File: config.mk
export PLATFORM = sky130hd
export DESIGN_NAME = block_drawer
export DESIGN_NICKNAME = d
export VERILOG_FILES = /design/src/rtl/blockstacker_pkg.sv /design/src/rtl/cell_scan_counter.sv /design/src/rtl/block_drawer.sv
export SDC_FILE = /design/constraint.sdc
export NUM_CORES = 1
export LEC_CHECK = 0
export CAP_MARGIN = 30
export CORE_MARGIN = 4
export CORE_UTILIZATION = 35
export DETAILED_ROUTE_END_ITERATION = 6
export DONT_BUFFER_PORTS = 1
export PLACE_DENSITY_LB_ADDON = 0.25
export SYNTH_ARGS = -nofsm -noshare
export SYNTH_HDL_FRONTEND = slang
export SYNTH_HIERARCHICAL = 1
export SYNTH_SLANG_ARGS = --single-unit
File: constraint.sdc
create_clock -name clk -period 5.8 [get_ports clk]
set_input_delay 0.58 -clock clk [delete_from_list [all_inputs] [get_ports clk]]
set_output_delay 0.58 -clock clk [all_outputs]
set_load 0.005 [all_outputs]
File: src/rtl/blockstacker_pkg.sv
// Shared constants, FSM encoding and request payload for the block drawing path.
package blockstacker_pkg;

  localparam int unsigned CELL      = 4;
  localparam int unsigned SCREEN_W  = 160;
  localparam int unsigned SCREEN_H  = 120;
  localparam int unsigned MAX_CELLS = 4;

  localparam int unsigned X_W      = 8;
  localparam int unsigned Y_W      = 7;
  localparam int unsigned COLOUR_W = 3;
  localparam int unsigned WIDTH_W  = 3;

  typedef enum logic [1:0] {
    IDLE = 2'd0,
    DRAW = 2'd1,
    DONE = 2'd2
  } draw_state_t;

  typedef struct packed {
    logic [X_W-1:0]      x;
    logic [Y_W-1:0]      y;
    logic [COLOUR_W-1:0] colour;
  } block_req_t;

  // Requested width limited to the largest block we are able to draw.
  function automatic logic [WIDTH_W-1:0] clamp_width(input logic [WIDTH_W-1:0] width,
                                                     input int unsigned max_cells);
    if (32'(width) > max_cells) return WIDTH_W'(max_cells);
    return width;
  endfunction

endpackage

File: src/rtl/cell_scan_counter.sv
// Row-major pixel offset scanner over a block CELL rows tall and CELL*width columns wide.
module cell_scan_counter #(
  parameter int unsigned CELL    = 4,
  parameter int unsigned WIDTH_W = 3,
  parameter int unsigned CX_W    = 4,
  parameter int unsigned RY_W    = 2
) (
  input  logic              clk,
  input  logic              reset,
  input  logic              clear,
  input  logic              enable,
  input  logic [WIDTH_W-1:0] width,
  output logic [CX_W-1:0]   cx,
  output logic [RY_W-1:0]   ry,
  output logic              last
);

  logic [CX_W:0] row_len;
  logic          row_end;
  logic          col_end;

  assign row_len = (CX_W+1)'(CELL * 32'(width));
  assign row_end = ({1'b0, cx} == row_len - (CX_W+1)'(1));
  assign col_end = (ry == RY_W'(CELL - 1));
  assign last    = row_end && col_end;

  always_ff @(posedge clk or posedge reset) begin
    if (reset) begin
      cx <= '0;
      ry <= '0;
    end else if (clear) begin
      cx <= '0;
      ry <= '0;
    end else if (enable) begin
      if (row_end) begin
        cx <= '0;
        ry <= col_end ? '0 : ry + RY_W'(1);
      end else begin
        cx <= cx + CX_W'(1);
      end
    end
  end

endmodule

File: src/rtl/block_drawer.sv
// Rasterises one block of CELL x CELL cells into VGA plot requests, clipping off-screen pixels.
module block_drawer #(
  parameter int unsigned CELL      = blockstacker_pkg::CELL,
  parameter int unsigned SCREEN_W  = blockstacker_pkg::SCREEN_W,
  parameter int unsigned SCREEN_H  = blockstacker_pkg::SCREEN_H,
  parameter int unsigned MAX_CELLS = blockstacker_pkg::MAX_CELLS
) (
  input  logic       clk,
  input  logic       reset,
  input  logic       start,
  input  logic [7:0] x_in,
  input  logic [6:0] y_in,
  input  logic [2:0] colour_in,
  input  logic [2:0] width_in,
  output logic [7:0] vga_x,
  output logic [6:0] vga_y,
  output logic [2:0] vga_colour,
  output logic       plot,
  output logic       busy,
  output logic       done
);

  import blockstacker_pkg::*;

  localparam int unsigned CX_W = (CELL * MAX_CELLS > 1) ? $clog2(CELL * MAX_CELLS) : 1;
  localparam int unsigned RY_W = (CELL > 1) ? $clog2(CELL) : 1;

  draw_state_t        state, next_state;
  block_req_t         req_q;
  logic [WIDTH_W-1:0] width_q;
  logic [WIDTH_W-1:0] eff_width;
  logic [CX_W-1:0]    cx;
  logic [RY_W-1:0]    ry;
  logic               last;
  logic [X_W:0]       x_sum;
  logic [Y_W:0]       y_sum;
  logic               in_bounds;
  logic               accept;
  logic               plot_d;
  logic               done_d;

  assign eff_width = clamp_width(width_in, MAX_CELLS);

  cell_scan_counter #(
    .CELL    (CELL),
    .WIDTH_W (WIDTH_W),
    .CX_W    (CX_W),
    .RY_W    (RY_W)
  ) u_scan (
    .clk    (clk),
    .reset  (reset),
    .clear  (state != DRAW),
    .enable (state == DRAW),
    .width  (width_q),
    .cx     (cx),
    .ry     (ry),
    .last   (last)
  );

  // One extra bit on each sum so a block hanging off the right/bottom edge is clipped, not wrapped.
  assign x_sum     = {1'b0, req_q.x} + (X_W+1)'(cx);
  assign y_sum     = {1'b0, req_q.y} + (Y_W+1)'(ry);
  assign in_bounds = (32'(x_sum) < SCREEN_W) && (32'(y_sum) < SCREEN_H);

  always_ff @(posedge clk or posedge reset) begin
    if (reset) state <= IDLE;
    else       state <= next_state;
  end

  always_comb begin
    next_state = state;
    accept     = 1'b0;
    plot_d     = 1'b0;
    done_d     = 1'b0;
    case (state)
      IDLE: begin
        if (start) begin
          accept     = 1'b1;
          next_state = (eff_width == '0) ? DONE : DRAW;
        end
      end
      DRAW: begin
        plot_d = in_bounds;
        if (last) next_state = DONE;
      end
      DONE: begin
        done_d     = 1'b1;
        next_state = IDLE;
      end
      default: next_state = IDLE;
    endcase
  end

  // Request latch: later input changes cannot disturb a draw in flight.
  always_ff @(posedge clk or posedge reset) begin
    if (reset) begin
      req_q   <= '0;
      width_q <= '0;
    end else if (accept) begin
      req_q   <= '{x: x_in, y: y_in, colour: colour_in};
      width_q <= eff_width;
    end
  end

  always_ff @(posedge clk or posedge reset) begin
    if (reset) begin
      vga_x      <= '0;
      vga_y      <= '0;
      vga_colour <= '0;
      plot       <= 1'b0;
      busy       <= 1'b0;
      done       <= 1'b0;
    end else begin
      plot <= plot_d;
      done <= done_d;
      busy <= (next_state != IDLE);
      if (state == DRAW) begin
        vga_x      <= x_sum[X_W-1:0];
        vga_y      <= y_sum[Y_W-1:0];
        vga_colour <= req_q.colour;
      end
    end
  end

endmodule

==> metrics.cfg <==
[run_status]
outcome=finished, final reports clean

[sta]
fmax_mhz=498
slew_violations=0
tns_ns=0
worstMarginPinSlew_ns=0.902
clock_skew_ns=0.0115
hold_viol=0
slew_headroom_pct=39.9
setup_viol=0
fin_crit_sh_pct=34.6
min_period_ns=2.01
grt_setup_unrepaired=no

[synthesis]
async_flop_share_pct=100
seq_area_frac_synth_pct=50.9
synth_cells=263
yosysWarnings=6
avgSynthCellArea_um2=9.34
synth_flop_cell=dfrtp_1
synth_edf_count=0
synth-seq-cells=50
syn_area_mm2=0.00246
synth_nets=298
synth_cell_types=41

[routing]
drtIter0Drc=21
drc=0
vias_per_cell=4.63
routed_wl_mm=4.85
vias=1657
ant_nets=0
wire_per_inst_um=13.6
dr.pass1.iters=4

[floorplan]
die_y_um=91.8
num_io_pins=45
core_mm2=0.00679
die-area_mm2=0.00842
start_util_pct=36.2
die_w_um=91.8
rows=30

[worst_setup_path]
r2r_slack_ns=3.79
path_max_fanout=5
crit_required_ns=6.00
crit_path_end_kind=flip-flop
cp.arrival_ns=2.21
startpoint_type=flip-flop
critical_path_class=reg2reg

[power]
finalPower_uw=607
ir_worst_vdd_uv=112
leakagePower_uw=0.00128
powerDensity_mw_per_mm2=227

[finish]
fillers=700
drive_above_1_share_pct=7.63
fin_area_mm2=0.00267
n_antenna_cell=0
area_growth_pct=8.86
fin_nets=296
fin_cells=358
final_util_pct=39.4

[placement]
dp_cells=349
gp_congestion=0.767
place_area_mm2=0.00254
io_buffer_count=0
dp_hpwl_mm=3.43

[global_routing]
use_met1_pct=15.8
antenna_found_initial=0
grt_overflow=0
grtUsageMet3_pct=3.61
grt_busiest_layer=met2
grt_pass1_wl_mm=8.50
grt_pass1_vias=1773
met2_usage_pct=20.9
grt_max_degree=45
grtUsageTotal_pct=12.7

[clock_network]
post_cts_resized=0
htreeDepth=2
cts-buffers-inserted=5
clkSinkCount=50
clkTransAtPathRegs_ns=0.09
cts_root_buffer=clkbuf_8
worstSkewPairLatency_ns=0.31
ctsHoldBuffers=0
tritoncts=done
clk_path_buf_depth=2
cts_setup_buffers=0

[job]
timing.max_cap.violations=0

[worst_hold_path]
min_path_type=in2async

[cell usage in the layout, fill, tap and decap left out, types with 2 or more instances in the layout]
| master | synthesis | final |
|---|---|---|
| a21oi_1 | 4 | 4 |
| and3_1 | 2 | 2 |
| clkbuf_8 | 0 | 5 |
| clkinvlp_4 | 0 | 2 |
| dfrtp_1 | 50 | 50 |
| fa_1 | 2 | 2 |
| ha_1 | 9 | 9 |
| inv_1 | 13 | 12 |
| mux2_2 | 2 | 2 |
| mux2i_1 | 3 | 3 |
| nand2_1 | 91 | 91 |
| nand2b_1 | 4 | 4 |
| nand3_1 | 3 | 3 |
| nand3b_1 | 3 | 3 |
| nor2_1 | 8 | 8 |
| nor2b_1 | 5 | 5 |
| nor3_1 | 2 | 2 |
| o21ai_0 | 12 | 12 |
| o21ai_1 | 6 | 6 |
| o22ai_1 | 2 | 2 |
| xnor2_1 | 5 | 5 |
| xor2_1 | 7 | 7 |
[power by group]
part,switching (uW),leakage (uW),internal [uW]
Clock,121,0.0000504,128
Sequential,0,0.000648,348
Combinational,7.19,0.000584,2.00
Total,128,0.00128,479
[kinds of logic after synthesis]
group	synth area share [%]
simple gates	23.2
xor+xnor	4.94
fa+ha+maj	6.22
buf+inv	3.92
compound gates	8.61
flops	50.9
mux	2.14
[critical path: stages (launching register included)]
cell       delay, ns
dfrtp_1         0.43
ha_1            0.19
inv_1           0.05
fa_1            0.43
nor2b_4         0.17
o31ai_4         0.07
xor2_2          0.14
nand2_1         0.09
a2111oi_2       0.34
[flip-flops by register name, indices dropped and copies added (netlist names)]
signal / flops
req_q: 18
vga_x: 8
vga_y: 7
u_scan/cx: 4
vga_colour: 3
width_q: 3
state: 2
u_scan/ry: 2
busy: 1
done: 1
plot: 1
[metal layers]
metal / up-vias / wire length [um]
li1: 842 / -
met1: 780 / 2290
met2: 28 / 2280
met3: 7 / 206
met4: 0 / 71
met5: - / 0
[layout make-up]
cell class                 instances  area, um^2  share of cell area [%]
clock buffer                       5        68.8                    2.57
clock inverter                     3        45.0                    1.68
inverter                          14        52.6                    1.97
multi-input combinational        188        1110                    41.5
sequential                        50        1250                    46.8
tap                               96         120                    4.49
timing repair buffer               2        27.5                    1.03
[stage by stage]
stage / hold slack, ns / worst slack, ns
after floorplan: 0.371 / 3.93
after global placement: 0.416 / 3.87
after detailed placement: 0.419 / 3.80
after CTS: 0.0694 / 3.77
after global routing: 0.0670 / 3.59
final: 0.0723 / 3.79
[final timing paths]
kind | depth (start not counted) | startpoint | to
worst min-delay path | 1 | reset | vga_x[0]$_DFFE_PP0P_
max in group asynchronous | 2 | reset | vga_y[6]$_DFFE_PP0P_
worst min register to register | 1 | state[0]$_DFF_PP0_ | done$_DFF_PP0_
worst max register to register | 8 | u_scan/cx[0]$_DFFE_PP0P_ | plot$_DFF_PP0_
min in group clk | 2 | colour_in[2] | req_q[2]$_DFFE_PP0P_
worst max-delay path | 8 | u_scan/cx[0]$_DFFE_PP0P_ | plot$_DFF_PP0_
[Yosys cell counts, types with 3 or more instances]
master,n,area [um^2]
nand2_1,91,342
dfrtp_1,50,1250
inv_1,13,48.8
o21ai_0,12,60.1
clkbuf_1,9,33.8
ha_1,9,113
nor2_1,8,30.0
xor2_1,7,61.3
o21ai_1,6,30.0
nor2b_1,5,31.3
xnor2_1,5,43.8
a21oi_1,4,20.0
nand2b_1,4,25.0
mux2i_1,3,30.0
nand3_1,3,15.0
nand3b_1,3,22.5
No activity file was read; power rests on OpenSTA's default activity.
